<file path="config.mk">
export PLATFORM = sky130hd
export DESIGN_NAME = reg_port_ctrl
export DESIGN_NICKNAME = d
export VERILOG_FILES = /design/src/rtl/reg_port_pkg.sv /design/src/rtl/reg_port_ctrl.sv
export SDC_FILE = /design/constraint.sdc
export NUM_CORES = 1
export LEC_CHECK = 0
export CAP_MARGIN = 20
export CELL_PAD_IN_SITES_DETAIL_PLACEMENT = 2
export CELL_PAD_IN_SITES_GLOBAL_PLACEMENT = 2
export CORE_MARGIN = 2
export CORE_UTILIZATION = 25
export CTS_BUF_LIST = sky130_fd_sc_hd__clkbuf_4 sky130_fd_sc_hd__clkbuf_8 sky130_fd_sc_hd__clkbuf_16
export DETAILED_ROUTE_END_ITERATION = 12
export PLACE_DENSITY = 0.8
export SETUP_SLACK_MARGIN = 0.3
export SYNTH_ARGS = -nofsm -noshare
export SYNTH_HDL_FRONTEND = slang
export SYNTH_SLANG_ARGS = --single-unit
</file>
<file path="constraint.sdc">
create_clock -name clk -period 1.8 [get_ports clk]
set_input_delay 0.27 -clock clk [delete_from_list [all_inputs] [get_ports clk]]
set_output_delay 0.27 -clock clk [all_outputs]
set_load 0.01 [all_outputs]
</file>
<file path="src/rtl/reg_port_pkg.sv">
// reg_port_pkg
//   Shared definitions for the register-file port controller: FSM state
//   encoding, default geometry of the register file, and the address
//   validity rule used by the controller and its bench.
package reg_port_pkg;

  localparam int DEF_NUM_REGS = 3;
  localparam int DEF_AW       = 4;
  localparam int DEF_DW       = 8;

  typedef enum logic [2:0] {
    S_IDLE  = 3'd0,
    S_WRITE = 3'd1,
    S_RD_A  = 3'd2,
    S_RD_B  = 3'd3,
    S_CAP_B = 3'd4,
    S_RESP  = 3'd5
  } state_e;

  // An address is usable only if it names an implemented register.
  function automatic logic addr_valid(input int unsigned addr,
                                      input int unsigned num_regs = DEF_NUM_REGS);
    return addr < num_regs;
  endfunction

endpackage

</file>
<file path="src/rtl/reg_port_ctrl.sv">
// reg_port_ctrl
//   Sole initiator of the CPU's single-port register file. Serialises
//   write-backs and two-operand reads onto one address/data/write port and
//   absorbs the register file's one-cycle registered read latency.
//
// Ports
//   clk, rst                 clock, synchronous active-high reset
//   req_valid/req_ready      operand-read request handshake
//   req_addr_a/req_addr_b    source addresses
//   resp_valid/resp_ready    response handshake
//   resp_opa/resp_opb        operands (0 on error)
//   resp_err                 set when either source address is out of range
//   wb_valid/wb_ready        write-back handshake
//   wb_addr/wb_data          write-back destination and data
//   rf_addr/rf_wdata/rf_write  register file port (registered)
//   rf_rdata                 register file read data, one cycle after rf_addr
//
// state   | meaning
// --------+-------------------------------------------------------------
// IDLE    | accept a write-back (priority) or an operand-read request
// WRITE   | rf_write asserted for one cycle with the latched address/data
// RD_A    | source A address presented to the register file
// RD_B    | source B address presented; A's data captured at cycle end
// CAP_B   | B's data captured at cycle end
// RESP    | response held until the consumer takes it
module reg_port_ctrl
  import reg_port_pkg::*;
#(
  parameter int NUM_REGS = DEF_NUM_REGS,
  parameter int AW       = DEF_AW,
  parameter int DW       = DEF_DW
) (
  input  logic          clk,
  input  logic          rst,
  input  logic          req_valid,
  output logic          req_ready,
  input  logic [AW-1:0] req_addr_a,
  input  logic [AW-1:0] req_addr_b,
  output logic          resp_valid,
  input  logic          resp_ready,
  output logic [DW-1:0] resp_opa,
  output logic [DW-1:0] resp_opb,
  output logic          resp_err,
  input  logic          wb_valid,
  output logic          wb_ready,
  input  logic [AW-1:0] wb_addr,
  input  logic [DW-1:0] wb_data,
  output logic [AW-1:0] rf_addr,
  output logic [DW-1:0] rf_wdata,
  output logic          rf_write,
  input  logic [DW-1:0] rf_rdata
);

  state_e        state;
  logic [AW-1:0] addr_b_q;
  logic          in_idle;
  logic          a_ok;
  logic          b_ok;
  logic          wb_ok;

  assign in_idle = (state == S_IDLE) && !rst;

  // Write-back has priority so a read issued after a write sees new data.
  assign wb_ready  = in_idle;
  assign req_ready = in_idle && !wb_valid;

  assign a_ok  = addr_valid(32'(req_addr_a), NUM_REGS);
  assign b_ok  = addr_valid(32'(req_addr_b), NUM_REGS);
  assign wb_ok = addr_valid(32'(wb_addr), NUM_REGS);

  // rf_addr itself holds the latched write / source-A address, so the
  // register file port is driven purely from flops.
  always_ff @(posedge clk) begin
    if (rst) begin
      state      <= S_IDLE;
      addr_b_q   <= '0;
      resp_valid <= 1'b0;
      resp_opa   <= '0;
      resp_opb   <= '0;
      resp_err   <= 1'b0;
      rf_addr    <= '0;
      rf_wdata   <= '0;
      rf_write   <= 1'b0;
    end else begin
      rf_write <= 1'b0;
      case (state)
        S_IDLE: begin
          if (wb_valid) begin
            // Writes to unimplemented registers are accepted and dropped.
            if (wb_ok) begin
              rf_addr  <= wb_addr;
              rf_wdata <= wb_data;
              rf_write <= 1'b1;
              state    <= S_WRITE;
            end
          end else if (req_valid) begin
            if (a_ok && b_ok) begin
              rf_addr  <= req_addr_a;
              addr_b_q <= req_addr_b;
              state    <= S_RD_A;
            end else begin
              resp_opa   <= '0;
              resp_opb   <= '0;
              resp_err   <= 1'b1;
              resp_valid <= 1'b1;
              state      <= S_RESP;
            end
          end
        end
        S_WRITE: state <= S_IDLE;
        S_RD_A: begin
          rf_addr <= addr_b_q;
          state   <= S_RD_B;
        end
        S_RD_B: begin
          resp_opa <= rf_rdata;
          state    <= S_CAP_B;
        end
        S_CAP_B: begin
          resp_opb   <= rf_rdata;
          resp_err   <= 1'b0;
          resp_valid <= 1'b1;
          state      <= S_RESP;
        end
        S_RESP: begin
          if (resp_ready) begin
            resp_valid <= 1'b0;
            resp_err   <= 1'b0;
            state      <= S_IDLE;
          end
        end
        default: state <= S_IDLE;
      endcase
    end
  end

endmodule

</file>
==> flow_summary.yaml, run 1 <==
place:
  hpwl_um: 4508
  dpl.cell_count: 326
  place.gp.congestion: 0.8046
  io_buffers: 65
  dp_slack_ps: -284.6
cts:
  cts_tree: "done"
  cts.sinks: 38
  h-tree-depth: 2
  root_buffer: "clkbuf_8"
  holdBufCountCts: 0
  clk_pin_slew_ps: 80
  clock_latency_ps: 300
  cts_made_buffers: 5
  clock_path_buffers: 2
synth:
  synth-seq-cells: 38
  synth_top_family_by_area: "compound AO/OA/AOI/OAI gates"
  syn_area_per_cell_sq_um: 9.542
  synth_ff_type: "dfxtp_1"
  synth_seq_area_share_pct: 45.82
  syn-num-nets: 207
  synth.area.top_cells: "dfxtp_1 (46%), mux2i_1 (7.2%), nor2_1 (4.3%)"
  yosys.area_share.simple_pct: 20.65
  synthMuxAreaShare_pct: 7.234
  yosysTopAreaCellShare_pct: 45.82
  synth_compound_area_share_pct: 21.55
  yosysWarningCount: 0
  yosys.cell_count.top_type: "dfxtp_1"
  syn_inst: 174
  yosys.area_share.xor_xnor_pct: 0
  synthArstFlopShare_pct: 0
  synth_edf_count: 0
  synth_fa_ha_area_share_pct: 0
  yosys.cell_types.count: 38
  synthesis.area_sq_mm: 0.001660
  synth_largest_area_cell: "dfxtp_1"
  synth_commonest_cells: "dfxtp_1 (38), nor2_1 (19), a21oi_1 (12), mux2i_1 (12), nand3_1 (11)"
die:
  die_x_um: 85.50
  core_sq_mm: 0.006386
  placementRows: 29
  io_pins: 66
  dieArea_sq_mm: 0.007309
  die_h_um: 85.50
  initial_utilization_pct: 26.00
outcome:
  status: "finished clean"
worst_setup_path:
  timing.rr.end: "state[0]$_SDFFE_PP0P_"
  r2r-start: "state[0]$_SDFFE_PP0P_"
  cp-end-kind: "register"
  path_cells: "buf_8, or2_4, buf_12, o22ai_4, a21oi_2, nor4_2"
  cp-start-kind: "register"
  r2r_slack_ps: 290
  critPathMaxStageDelay_ps: 370
  worstSetupEndpoint: "state[0]$_SDFFE_PP0P_"
  worstPathRequired_ps: 1990
  r2r_cells: 6
  crit_fanout: 7
  worst-setup-path-type: "register to register"
  worstPathArrival_ps: 1710
  cp-startpoint: "state[0]$_SDFFE_PP0P_"
  crit_slowest_cell: "dfxtp_4"
global_route:
  grt_use_met3_pct: 3.754
  top_usage_layer: "met2"
  grt_pass1_wl_um: 9963
  grt_antenna_before_repair: 0
  grt_use_total_pct: 17.65
  grt_use_met2_pct: 31.68
  grt_remaining_overflow: 0
  grt_pass1_vias: 1912
  grt_util_met1_pct: 20.58
  grt_max_degree: 14
layout:
  fin_cells: 345
  antennaDiodeCount: 0
  syn_to_final_growth_pct: 76.26
  drive_gt1_share_pct: 29.10
  nNetsFinal: 301
power:
  p_total_mw: 2.019
  leakage_nw: 1.422
  p_sw_mw: 0.5979
  p_seq_share_pct: 44.4
  comb_power_share_pct: 27.3
  switching_share_pct: 29.61
  power.density_mw_per_mm2: 690.0
  vdd_ir_drop_max_v: 0.0004200
  pwr-share-clk_pct: 28.4
  intPower_mw: 1.421
sta:
  hold_ws_ps: 391.8
  min_period_ps: 1513
  rsz0062_at_grt: "yes"
  finClkSkew_ps: 3.670
  fmax_mhz: 660.8
  setup_ws_ps: 286.7
  hold_violations: 0
  relSlewSlack_pct: 65.19
  finalCritPeriodShare_pct: 84.07
  setup_violations: 0
  worst_pin_slew_ps: 519.3
  drv_slew: 0
routing:
  wl_um: 6612
  drc: 0
  via_count: 1799
  drtIter0Drc: 42
  ant_nets: 0
  first_pass_iters: 4
  wire_per_inst_um: 19.17
  vias_per_cell: 5.214
run:
  cap_violations: 0
worst_hold_path:
  min_path_type: "input pin to register"
==> repair_timing <==
action	4_1_cts	5_1_grt
gates resized for setup	37	49
setup endpoints to repair	39	50
setup buffers	3	8
pin swaps	13	17
gates cloned	0	1
==> worst min-delay path by stage <==
stage	start	endpoint	slack (ps)	cells past startpoint
3_5_place_dp	resp_opa[2]$_SDFFE_PP0P_	resp_opa[2]$_SDFFE_PP0P_	460	1
3_3_place_gp	rf_addr[1]$_SDFFE_PP0P_	rf_addr[1]$_SDFFE_PP0P_	460	2
6_report	req_addr_b[0]	addr_b_q[0]$_SDFFE_PP0P_	390	4
5_1_grt	req_addr_b[0]	addr_b_q[0]$_SDFFE_PP0P_	400	4
4_1_cts	resp_opa[2]$_SDFFE_PP0P_	resp_opa[2]$_SDFFE_PP0P_	480	1
2_1_floorplan	rf_rdata[0]	resp_opa[0]$_SDFFE_PP0P_	400	1
==> sequential cells by signal (all words and copies together), names as in the netlist <==
register    cells
resp_opa        8
resp_opb        8
rf_wdata        8
addr_b_q        4
rf_addr         4
state           3
resp_err        1
resp_valid      1
rf_write        1
==> worst max-delay path: cells and delay by family (launching register included) <==
kind / cells / cell delay (ps)
and+or+nand+nor: 2 / 570
buffers and inverters: 2 / 280
DFF: 1 / 370
AOI/OAI and AO/OA: 2 / 190
==> final cells by class <==
| class | instances | area [sq um] |
|---|---|---|
| fill | 676 | 3460 |
| timing repair buffer | 99 | 998.5 |
| multi-input combinational | 122 | 973.4 |
| sequential | 38 | 768.2 |
| tap | 77 | 96.34 |
| clock buffer | 5 | 68.82 |
| inverter | 2 | 11.26 |
| clock inverter | 2 | 10.01 |
==> routing by layer <==
layer,vias up,share of wire [%]
li1,835,-
met1,911,41
met2,44,53
met3,9,3.4
met4,0,2.1
met5,-,0
==> cell families (layout without fill, tap and decap cells) <==
| logic type | Yosys count | in the layout |
|---|---|---|
| simple gates | 63 | 63 |
| compound gates | 47 | 47 |
| flops | 38 | 38 |
| buf+inv | 14 | 108 |
| mux | 12 | 12 |
==> per-stage QoR <==
stage / instance area (sq um) / TNS [ps] / util, %
2_1_floorplan: 1660 / 0 / -
3_3_place_gp: 2501 / -2336 / 39.17
3_5_place_dp: 2501 / -3679 / 39.17
4_1_cts: 2686 / 0 / 42.07
5_1_grt: 2927 / 0 / 45.83
6_report: 2927 / 0 / 45.83
==> cells in the final DEF, fill, tap and decap left out, types with 2 or more instances in the layout <==
cell / count
a22oi_2: 5
dfxtp_1: 36
nor3_2: 2
nor2_4: 2
buf_12: 2
buf_6: 7
a22o_1: 8
buf_4: 24
dfxtp_4: 2
nand4_1: 2
dlymetal6s2s_1: 20
nand2_2: 2
nand3_1: 10
nor4_2: 2
a21oi_1: 11
a32oi_1: 2
clkbuf_8: 5
nor3_1: 4
nand2_1: 5
nor3b_1: 2
clkinv_2: 2
buf_2: 2
nor3_4: 2
nor2_1: 16
mux2i_1: 11
dlygate4sd2_1: 5
a22oi_1: 4
clkdlybuf4s50_1: 38
a21oi_2: 2
a211oi_1: 4
o221ai_1: 2
==> power by group through the flow <==
| stage | Sequential [mW] | Clock [mW] | Combinational [mW] |
|---|---|---|---|
| after floorplan | 0.918 | 0 | 0.189 |
| after global placement | 0.908 | 0 | 0.417 |
| after detailed placement | 0.910 | 0 | 0.432 |
| after CTS | 0.892 | 0.587 | 0.467 |
| after global routing | 0.900 | 0.638 | 0.590 |
| final | 0.896 | 0.573 | 0.550 |
No activity file was read; power rests on OpenSTA's default activity.
==> run 2: changes to the inputs <==
clock period = 1.5 ns   (was 1.8 ns; I/O delays follow)
==> run 2 against run 1 <==
The flow now finishes with violations (negative setup slack). Combinational power increased by 43%. Setup slack got worse by 370 ps. Clock skew increased by 6.3 ps. Highest routed layer unchanged. Clock power increased by 94%. Wire length increased by 32%.
==> flow_summary.yaml, run 2 (synthesis gave the netlist of run 1 again) <==
outcome:
  status: "complete, but fails checks"
  failed_checks: "negative setup slack"
global_route:
  grt_pass1_vias: 1954
  grt_max_degree: 14
  grt_remaining_overflow: 0
  grt_antenna_before_repair: 0
  grt_use_total_pct: 19.36
  grt_pass1_wl_um: 11140
cts:
  cts_made_buffers: 5
  h-tree-depth: 2
  clock_latency_ps: 300
  cts_tree: "done"
  root_buffer: "clkbuf_8"
  cts.sinks: 38
  clk_pin_slew_ps: 80
  clock_path_buffers: 2
  holdBufCountCts: 0
place:
  place.gp.congestion: 0.7698
  dpl.cell_count: 332
  hpwl_um: 4336
  dp_slack_ps: -284.8
  io_buffers: 65
  dpl-instance-area_sq_mm: 0.002610
layout:
  final_cell_mix: "buf_4 (39), dfxtp_1 (29), dlygate4sd2_1 (23)"
  multiInputGateArea_sq_mm: 0.001071
  fin_cells: 369
  drive_gt1_share_pct: 46.92
  syn_to_final_growth_pct: 93.52
  utilization_pct: 50.31
  antennaDiodeCount: 0
  top_regs: "resp_opa: 8 flops, resp_opb: 8 flops, rf_wdata: 8 flops"
  seq_area_sq_um: 774.5
  nNetsFinal: 324
  fillers: 677
  layout_commonest_cell: "buf_4"
  design_area_sq_mm: 0.003213
die:
  initial_utilization_pct: 26.00
  placementRows: 29
  core_sq_mm: 0.006386
  dieArea_sq_mm: 0.007309
  io_pins: 66
  die_x_um: 85.50
  die_h_um: 85.50
routing:
  first_pass_iters: 4
  drtIter0Drc: 64
  drc: 0
  ant_nets: 0
  via_count: 1888
  vias_per_cell: 5.117
  wl_um: 8722
  wire_per_inst_um: 23.64
power:
  power.density_mw_per_mm2: 927.7
  leakage_nw: 1.418
  vdd_ir_drop_max_v: 0.0008225
  p_total_mw: 2.981
sta:
  finalCritPeriodShare_pct: 105.4
  relSlewSlack_pct: 73.16
  finClkSkew_ps: 9.946
  worst_pin_slew_ps: 401.2
  rsz0062_at_grt: "yes"
  setup_violations: 17
  fmax_mhz: 632.3
  hold_violations: 0
  min_period_ps: 1581
  setup_ws_ps: -81.48
  drv_slew: 0
worst_setup_path:
  worstPathArrival_ps: 1790
  worst-setup-path-type: "register to register"
  worstPathRequired_ps: 1710
  cp-start-kind: "register"
  path_cells: "buf_6, or2_4, buf_6, buf_8, o22ai_4, a21oi_2, nor4_2"
  cpMostUsedCell: "buf_6"
  crit_fanout: 7
  cp-end-kind: "register"
  critPathMaxStageDelay_ps: 350
  crit_slowest_cell: "dfxtp_2"
  r2r_cells: 7
run:
  cap_violations: 0
worst_hold_path:
  holdPathStages: 3
  min_path_type: "input pin to register"
run 2: per-layer routing:
layer / global-route usage (%) / wire [um] / vias to the layer above
met5: 0 / 0 / -
met1: 24.52 / 3913 / 947
li1: - / - / 885
met2: 33.52 / 4443 / 44
met4: 4.906 / 124 / 0
met3: 4.139 / 241 / 12
run 2: repair_timing:
| action | CTS | global route |
|---|---|---|
| gates resized for setup | 81 | 78 |
| pin swaps | 26 | 26 |
| setup buffers | 6 | 22 |
| gates cloned | 0 | 1 |
| endpoints found under the setup margin | 71 | 47 |
run 2: cell type report:
type	instances	share of cell area [%]
repair buffers	122	34.77
multi-input cells	122	33.33
flip-flops and latches	38	24.10
well taps	77	2.998
clock buffers	6	2.570
clock inverters	2	1.869
inverters	2	0.3505
run 2: stage by stage:
step	hold WS [ps]	TNS, ps
floorplan	358.0	0
global placement	457.5	-8287
detailed placement	463.6	-9422
CTS	368.8	-7.325
global route	276.2	-1468
finish	254.4	-651.5
run 2: final timing paths:
path | start | end | slack (ps)
setup / recovery | state[0]$_SDFFE_PP0P_ | state[0]$_SDFFE_PP0P_ | -80
hold / removal | req_addr_b[0] | addr_b_q[0]$_SDFFE_PP0P_ | 250
setup reg to reg | state[0]$_SDFFE_PP0P_ | state[0]$_SDFFE_PP0P_ | -80
hold reg to reg | resp_opa[6]$_SDFFE_PP0P_ | resp_opa[6]$_SDFFE_PP0P_ | 490
run 2: where the power goes:
part	total, mW	switching [mW]	internal (mW)
Sequential	1.08	0.0361	1.05
Clock	1.11	0.403	0.710
Combinational	0.784	0.388	0.396
Total	2.98	0.827	2.15
run 2: worst max-delay path, delay by kind of cell, from the launching register on:
family,cells,cell delay (ps)
buffers and inverters,3,370
flip-flops,1,350
AO/OA/AOI/OAI,2,240
AND/OR/NAND/NOR,2,510
